### config.mk
export PLATFORM = sky130hd
export DESIGN_NAME = c7bicu_fetch_resp
export DESIGN_NICKNAME = d
export VERILOG_FILES = /design/src/rtl/c7bicu_fetch_resp.sv
export SDC_FILE = /design/constraint.sdc
export NUM_CORES = 1
export LEC_CHECK = 0
export ABC_AREA = 1
export BUFFER_PORTS_ARGS = -buffer_cell sky130_fd_sc_hd__buf_2
export CAP_MARGIN = 25
export CORE_MARGIN = 8
export CORE_UTILIZATION = 50
export DETAILED_ROUTE_END_ITERATION = 10
export PLACE_DENSITY = 0.77
export SYNTH_ARGS = -nofsm -noshare
export SYNTH_HDL_FRONTEND = slang
export SYNTH_SLANG_ARGS = --single-unit
### constraint.sdc
create_clock -name clk -period 2 [get_ports clk]
set_input_delay 0.4 -clock clk [delete_from_list [all_inputs] [get_ports clk]]
set_output_delay 0.4 -clock clk [all_outputs]
set_load 0.05 [all_outputs]
### src/rtl/c7bicu_fetch_resp.sv
// ICU-side instruction-fetch responder: accepts one IFU request, performs a single
// 32-bit BIU read, and returns the word (or an error) as a one-cycle data-valid.
module c7bicu_fetch_resp #(
    parameter int unsigned ADDR_W  = 32,
    parameter int unsigned DATA_W  = 32,
    parameter int unsigned TMO_CYC = 255
) (
    input  logic              clk,
    input  logic              reset,
    input  logic              ifu_icu_req_ic1,
    input  logic [ADDR_W-1:0] ifu_icu_addr_ic1,
    output logic              icu_ifu_ack_ic1,
    output logic              icu_ifu_data_valid_ic2,
    output logic [DATA_W-1:0] icu_ifu_data_ic2,
    output logic              icu_ifu_err_ic2,
    output logic              icu_biu_ar_valid,
    output logic [ADDR_W-1:0] icu_biu_ar_addr,
    input  logic              biu_icu_ar_ready,
    input  logic              biu_icu_r_valid,
    input  logic [DATA_W-1:0] biu_icu_r_data,
    input  logic              biu_icu_r_err
);

    localparam int unsigned CNT_W    = 8;
    localparam logic [CNT_W-1:0] TMO_LAST = CNT_W'(TMO_CYC - 1);
    localparam logic [CNT_W-1:0] CNT_MAX  = '1;

    typedef enum logic [2:0] {
        S_IDLE,
        S_ACK,
        S_AR,
        S_R,
        S_RSP
    } state_t;

    state_t             state;
    logic [ADDR_W-1:0]  addr_q;
    logic [CNT_W-1:0]   tmo_cnt;
    logic               drop_q;

    always_ff @(posedge clk) begin
        if (reset) begin
            state                  <= S_IDLE;
            addr_q                 <= '0;
            tmo_cnt                <= '0;
            drop_q                 <= 1'b0;
            icu_ifu_ack_ic1        <= 1'b0;
            icu_ifu_data_valid_ic2 <= 1'b0;
            icu_ifu_data_ic2       <= '0;
            icu_ifu_err_ic2        <= 1'b0;
            icu_biu_ar_valid       <= 1'b0;
            icu_biu_ar_addr        <= '0;
        end else begin
            icu_ifu_ack_ic1 <= 1'b0;

            // A timed-out read is still owed by the bus; its late beat is swallowed here.
            if (drop_q && biu_icu_r_valid) begin
                drop_q <= 1'b0;
            end

            case (state)
                S_IDLE: begin
                    if (ifu_icu_req_ic1 && !drop_q) begin
                        addr_q          <= ifu_icu_addr_ic1;
                        icu_ifu_ack_ic1 <= 1'b1;
                        state           <= S_ACK;
                    end
                end
                S_ACK: begin
                    if (addr_q[1:0] != 2'b00) begin
                        icu_ifu_data_valid_ic2 <= 1'b1;
                        icu_ifu_data_ic2       <= '0;
                        icu_ifu_err_ic2        <= 1'b1;
                        state                  <= S_RSP;
                    end else begin
                        icu_biu_ar_valid <= 1'b1;
                        icu_biu_ar_addr  <= addr_q;
                        state            <= S_AR;
                    end
                end
                S_AR: begin
                    if (biu_icu_ar_ready) begin
                        icu_biu_ar_valid <= 1'b0;
                        tmo_cnt          <= '0;
                        state            <= S_R;
                    end
                end
                S_R: begin
                    if (biu_icu_r_valid) begin
                        icu_ifu_data_valid_ic2 <= 1'b1;
                        icu_ifu_data_ic2       <= biu_icu_r_data;
                        icu_ifu_err_ic2        <= biu_icu_r_err;
                        state                  <= S_RSP;
                    end else if (tmo_cnt == TMO_LAST) begin
                        icu_ifu_data_valid_ic2 <= 1'b1;
                        icu_ifu_data_ic2       <= '0;
                        icu_ifu_err_ic2        <= 1'b1;
                        drop_q                 <= 1'b1;
                        state                  <= S_RSP;
                    end else if (tmo_cnt != CNT_MAX) begin
                        tmo_cnt <= tmo_cnt + CNT_W'(1);
                    end
                end
                S_RSP: begin
                    icu_ifu_data_valid_ic2 <= 1'b0;
                    icu_ifu_data_ic2       <= '0;
                    icu_ifu_err_ic2        <= 1'b0;
                    state                  <= S_IDLE;
                end
                default: begin
                    state <= S_IDLE;
                end
            endcase
        end
    end

endmodule

; ---- Word level (Yosys, flattened, before mapping)
; Index checks and enable logic that the tools add are counted.
[word_totals]
reg_bits = 112
out_inout_bits = 68
word_cells = 71
[classes]
addsub = 1
eq_ne = 14
mux = 29
n_bitwise = 2
reduce_logical = 15
[op_table]
columns = cell, count
row1 = $mux W32, 3
row2 = $pmux W32 S3, 1
row3 = $mux W8, 4
row4 = $pmux W8 S2, 1
row5 = $mux W3, 5
row6 = $ne A2 B2 Y1 const B, 7
row7 = $pmux W3 S4, 1
row8 = $mux W1, 11
row9 = $reduce_and A3 Y1, 3
row10 = $add A8 B1 Y8 const B, 1
row11 = $eq A8 B8 Y1 const B, 1
row12 = $ne A8 B8 Y1 const B, 1
row13 = $eq A3 B2 Y1 const B, 2
row14 = $pmux W1 S3, 2
row15 = $reduce_bool A2 Y1, 3
row16 = $reduce_and A5 Y1, 1
row17 = $reduce_and A2 Y1, 2
row18 = $eq A3 B1 Y1 const B, 1
row19 = $eq A3 B3 Y1 const B, 1
row20 = $logic_not A3 Y1, 1
row21 = $ne A3 B3 Y1 const B, 1
row22 = $reduce_bool A3 Y1, 1
row23 = $logic_and A1 B1 Y1, 2
row24 = $not A1 Y1, 2
row25 = other kinds (3), 3

; ---- Depth between registers and ports, before layout
; Gate-level depths: netlist (run 1).
[logic_depth]
depth_word = 5
mapped_depth = 11
ltp_nobuf = 11

; ---- Worst setup path after synthesis (run 1)
; Ideal clock, no wire load.
[synth_timing]
path_type = reg-to-reg
from = reg tmo_cnt[1]
to = reg tmo_cnt[0]
setup_ns = 0.115
arrival_time_ns = 1.283
path_slack_ns = 0.602
stages_incl_launch_ff = 10
n_path_buf = 1
period_less_slack_ns = 1.398
cell_sequence = dfxtp_1 > ha_1 > nand2_1 > nor2_1 > nand2_1 > nand3_1 > nand2_1 > buf_2 > a21oi_1 > nor2_1
[synth_via]
elab_chain_len = 3
[synth_lines]
columns = item, line_no
row1 = "start, declared", 38  ; logic [CNT_W-1:0] tmo_cnt;
row2 = "start signal, assigned", 101  ; tmo_cnt <= tmo_cnt + CNT_W'(1);
row3 = $ne A8 B8 Y1 / $eq A8 B8 Y1 (equally long branches), "100, 94"
row4 = $ne A2 B2 Y1 (no source line), n/a
row5 = $reduce_and A5 Y1 (no source line) *, n/a
; Mark *: on every way between the ends. The rest lies on a longest branch, timed or not.
; A chain may end at the register's enable or synchronous reset.

; ---- Worst setup path in the final report (run 1)
[layout_timing]
from = reg tmo_cnt[1]
to = reg tmo_cnt[2]
[layout_via]
elab_chain_len = 5
[layout_lines]
columns = item, line_no
row1 = $add A8 B1 Y8, 101
row2 = $mux W8, 100  ; end else if (tmo_cnt != CNT_MAX) begin
row3 = $mux W8, 94  ; end else if (tmo_cnt == TMO_LAST) begin
row4 = $mux W8, 89  ; if (biu_icu_r_valid) begin
row5 = $pmux W8 S2, 61  ; case (state)
; Several ways; a longest one is shown, not always the timed one. The select of a mux whose other input is x is not followed.

==> flow_summary.toml, run 1 <==
[outcome]
run_status = "completed"

[drt]
drt-total-wl_um = 10400
top_layer_used = "met4"
wl_met1_um = 4420
ant_nets = 0
dr_wl_met2_um = 5070
vias = 3929
drc = 0
wl_per_cell_um = 13.2
viasPerCell = 5.00
drt_iter0_markers = 192
first_pass_iters = 4
wl_met3_um = 740

[synth]
synth.top_cell.area_share_pct = 53.1
netlist_area_mm2 = 0.00422
synth-simple-area-share_pct = 20.7
muxShareOfSynthArea_pct = 0
synthMostInstantiatedCell = "dfxtp_1"
synth_nets = 625
synthTopCellsByArea = "dfxtp_1 53%, nand2_1 8.8%, a21oi_1 8.8%, o21ai_0 7.3%, nor2_1 7.3%"
syn_inst = 553
synth_flop_cell = "dfxtp_1"
synth_top_family_by_area = "simple AND/OR/NAND/NOR gates"
synth-xor-area-share_pct = 0
synthArstFlopShare_pct = 0
ys_warn_count = 0
synth_cell_types = 29
syn_area_per_cell_um2 = 7.64
synth_edf_count = 0
synth_compound_area_share_pct = 17.6
ys_seq_elements = 112
synthAdderAreaFrac_pct = 0.592
ys_top_cells_by_count = "112 x dfxtp_1, 99 x nand2_1, 82 x nor2_1, 74 x a21oi_1, 62 x o21ai_0"
synth_seq_area_share_pct = 53.1
yosysTopAreaCell = "dfxtp_1"

[grt]
antenna_found_initial = 0
grt_overflow = 0
grt_max_degree = 73
grt.total_usage_pct = 17.3
grt_pass1_vias = 3683
grt_pass1_wl_um = 16600

[pwr]
ir_worst_vdd_uv = 924
powerDensity_mw_per_mm2 = 1480
static-leakage-power_nw = 2.27

[clock_tree]
clock_sinks = 112
clk_pin_slew_ps = 90
cts_tree = "done"
clockBufferDepth = 2
root_buffer = "clkbuf_8"
htreeDepth = 3
cts_inserted_buffers = 9
clk_latency_ps = 360
cts_setup_buffers = 0

[die]
num_rows = 33
start_util_pct = 51.4
ios = 138
core_mm2 = 0.00822
die_area_mm2 = 0.0116
dieHeight_um = 108
dieWidth_um = 108

[place]
post-dp-hpwl_um = 7500
gp_congestion = 0.832
portBuffers = 137

[critical_path]
crit_type = "reg2reg"
end_kind = "flop"
rrSetupSlack_ps = 240
cp-start-kind = "flop"
cp_data_arrival_time_ps = 2050
worst_ep_required_time_ps = 2290
worstPathMaxFanout = 14

[timing]
tightest_slew_ps = 430
finalClockSkew_ps = 13.0
fmax_mhz = 569
hold_viol_final = 0
rsz0062_at_grt = "no"
fin_crit_sh_pct = 87.9
finalSetupViolations = 0
timing.setup.tns_ps = 0
slew_headroom_pct = 71.3
whs_ps = 222
period_needed_ps = 1760
slew_viol_final = 0

[finish]
drive_above_1_share_pct = 25.1
finalNetCount = 749
area_growth_pct = 22.1
fill_cells = 706
n_antenna_cell = 0

[run]
cap_violations = 0

[worst_hold_path]
min_path_type = "in2reg"
[where the power goes]
part	leakage (nW)	internal [mW]	switching, mW
Combinational	1.28	0.846	2.40
Sequential	0.915	2.83	0.328
Clock	0.0818	0.484	0.729
[state kept, by name (all words and copies together), names as in the netlist]
| name | flops |
|---|---|
| icu_biu_ar_addr | 32 |
| state | 3 |
| icu_ifu_data_valid_ic2 | 1 |
| tmo_cnt | 8 |
| icu_ifu_data_ic2 | 32 |
| icu_biu_ar_valid | 1 |
| icu_ifu_ack_ic1 | 1 |
| icu_ifu_err_ic2 | 1 |
| drop_q | 1 |
| addr_q | 32 |
[per-stage QoR]
stage	total power [mW]	cell area, um2	worst slack (ps)	instances	util, %
3_5_place_dp	6.46	4980	212	771	60.6
2_1_floorplan	5.70	4220	602	553	-
4_1_cts	7.68	5150	180	786	62.7
6_report	7.62	5160	241	786	62.8
3_3_place_gp	6.38	4980	302	771	60.6
5_1_grt	8.11	5160	62.3	786	62.8
[cell usage in the layout (no fill, tap or decap), drive strengths merged]
cell / instances
dfxtp: 112
a211oi: 1
clkinvlp: 2
nor3: 2
nor3b: 2
o21bai: 2
a21oi: 74
o21ai: 62
nand2: 101
clkinv: 2
clkbuf: 11
inv: 51
nand4: 2
ha: 2
nor2: 86
or2: 1
buf: 145
o211ai: 4
nand3: 18
a31oi: 1
[final timing paths]
path | cells past startpoint | start | to
worst min register to register | 2 | icu_biu_ar_addr[23]$_SDFFE_PP0P_ | icu_biu_ar_addr[23]$_SDFFE_PP0P_
worst min-delay path | 2 | biu_icu_r_valid | drop_q$_SDFF_PP0_
worst max-delay path | 9 | tmo_cnt[1]$_SDFFE_PP0P_ | tmo_cnt[2]$_SDFFE_PP0P_
worst max register to register | 9 | tmo_cnt[1]$_SDFFE_PP0P_ | tmo_cnt[2]$_SDFFE_PP0P_
[critical path, stage by stage, from the launching register on]
cell     delay, ps
dfxtp_1        400
ha_1           210
nand2_1         90
nor2_1         170
nand2_1         80
nand3_1         80
nand2_1        260
nand2_1        210
nand2_1         70
a21oi_1        120
[routing by layer]
layer,up-vias,GRT usage (%)
li1,2017,-
met1,1789,20.1
met2,108,29.5
met3,15,5.69
met4,0,5.75
met5,-,0
[what timing repair did]
action / CTS / global route
gates resized for setup: 0 / 1
setup endpoints to repair: 0 / 11
hold buffers: 0 / 0
[final cells by class]
cell class / count / area [um2] / share of cell area, %
sequential: 112 / 2240 / 43.5
clock buffer: 11 / 141 / 2.74
timing repair buffer: 145 / 771 / 14.9
inverter: 51 / 191 / 3.71
multi-input combinational: 358 / 1650 / 32.0
tap: 105 / 131 / 2.55
clock inverter: 4 / 28.8 / 0.558
[cell families after synthesis]
group / Yosys count
buf+inv: 83
simple gates: 212
flops: 112
compound gates: 144
fa+ha+maj: 2
Note: power is estimated with default switching activity, not from simulation.
==> run 2, diff against run 1 <==
- GPL_TIMING_DRIVEN: default -> 0
==> run 2 against run 1 <==
  * Total power rose by 0.63%
  * Global-route usage up 1.3 points
  * Non-clock buffer count is 23 higher
  * Critical path type unchanged
  * Sequential power barely moved
  * Critical endpoint is now tmo_cnt[6]$_SDFFE_PP0P_
==> flow_summary.toml, run 2 (same netlist as run 1, synthesis figures left out) <==
[pwr]
static-leakage-power_nw = 2.29
powerDensity_mw_per_mm2 = 1470
ir_worst_vdd_uv = 896

[critical_path]
cp_cell_sequence = "ha_1 -> nand2_1 -> nor2_1 -> nand2_1 -> nand3_1 -> nand2_1 -> buf_2 -> a21oi_1 -> nor2_1"
worstPathMaxFanout = 10
startpoint = "tmo_cnt[1]$_SDFFE_PP0P_"
crit_buf_inv = 1
max_stage_delay_ps = 390
cp_common_cell = "nand2_1"
r2r-start = "tmo_cnt[1]$_SDFFE_PP0P_"
cp-start-kind = "flop"
cp_data_arrival_time_ps = 1910
rrSetupSlack_ps = 340
crit_slowest_cell = "dfxtp_1"
ff2ff_path_depth = 9
crit_type = "reg2reg"
reg2reg_to = "tmo_cnt[6]$_SDFFE_PP0P_"
end_kind = "flop"
worst_ep_required_time_ps = 2250
critPathTopFamily = "simple AND/OR/NAND/NOR gates"

[timing]
timing.setup.tns_ps = 0
rsz0062_at_grt = "no"
slew_viol_final = 0
fin_crit_sh_pct = 83.2
tightest_slew_ps = 575
hold_viol_final = 0
period_needed_ps = 1660
finalClockSkew_ps = 8.54
fmax_mhz = 601
whs_ps = 214
finalSetupViolations = 0
slew_headroom_pct = 61.6

[drt]
drt_iter0_markers = 183
drt-total-wl_um = 10900
ant_nets = 0
drc = 0
wl_per_cell_um = 13.4
first_pass_iters = 5
vias = 3991
viasPerCell = 4.93

[clock_tree]
clockBufferDepth = 2
cts_setup_buffers = 0
htreeDepth = 3
cts_inserted_buffers = 9
clk_latency_ps = 360
cts_tree = "done"
clock_sinks = 112
cts_resized = 0
clk_pin_slew_ps = 100
root_buffer = "clkbuf_8"
cts_hold_buf = 0

[die]
die_area_mm2 = 0.0116
core_mm2 = 0.00822
start_util_pct = 51.4
num_rows = 33
dieHeight_um = 108
dieWidth_um = 108
ios = 138

[grt]
grt_pass1_wl_um = 17800
grt_overflow = 0
antenna_found_initial = 0
grt_pass1_vias = 3901
grt.total_usage_pct = 18.6
grt_max_degree = 18

[worst_hold_path]
min_path_type = "in2reg"
hold_path_startpoint = "biu_icu_r_valid"
hold_depth = 2
whs_endpoint = "drop_q$_SDFF_PP0_"

[finish]
layout_commonest_cell = "buf_2"
drive_above_1_share_pct = 24.4
area_growth_pct = 23.1
reg_top3 = "addr_q: 32 flops, icu_biu_ar_addr: 32 flops, icu_ifu_data_ic2: 32 flops"
finalNetCount = 772
mostFrequentLayoutCells = "144 x buf_2, 112 x dfxtp_1, 99 x nand2_1"
n_antenna_cell = 0

[run]
cap_violations = 0

[place]
portBuffers = 136
post-dp-hpwl_um = 8310
gp_congestion = 0.880

[outcome]
run_status = "completed"
## run 2: cell types whose count changed in the layout (fill, tap and decap cells not counted)
cell / previous run / this run
clkbuf_1: 1 / 23
buf_2: 137 / 144
buf_4: 6 / 2
buf_12: 2 / 0
buf_1: 0 / 1
buf_6: 0 / 1
clkbuf_8: 10 / 9
nand2_2: 1 / 2
nand2_4: 1 / 0
## run 2: through the flow
stage                     util [%]  instances  power [mW]  instance area [um2]  setup WS (ps)
after floorplan                  -        553        5.70                 4220            602
after global placement        61.3        794        6.45                 5040            429
after detailed placement      61.3        794        6.54                 5040            367
after CTS                     63.3        810        7.72                 5200            345
after global routing          63.3        810        8.18                 5200            165
final                         63.3        810        7.66                 5200            336
## run 2: power by group
group          switching [mW]  total [mW]  internal [mW]
sequential              0.317        3.15           2.83
clock                   0.726        1.19          0.459
combinational            2.46        3.33          0.875
total                    3.50        7.66           4.16
## run 2: area by class of cell
class,instances,area [um2]
Buffer,32,145
Clock buffer,12,135
Clock inverter,4,28.8
Fill cell,765,3020
Inverter,51,191
Multi-Input combinational cell,358,1650
Sequential cell,112,2240
Tap cell,105,131
Timing Repair Buffer,136,681
## run 2: metal layers
layer | global-route usage, % | share of wire, %
met3 | 5.87 | 7.4
met2 | 32.3 | 50
met4 | 4.86 | 1.2
met1 | 21.7 | 42
met5 | 0 | 0
## run 2: worst max path at each step
stage / to / cells past startpoint
floorplan: tmo_cnt[0]$_SDFFE_PP0P_ / 9
global placement: tmo_cnt[7]$_SDFFE_PP0P_ / 9
detailed placement: tmo_cnt[6]$_SDFFE_PP0P_ / 9
CTS: tmo_cnt[6]$_SDFFE_PP0P_ / 9
global route: tmo_cnt[4]$_SDFFE_PP0P_ / 10
finish: tmo_cnt[6]$_SDFFE_PP0P_ / 9
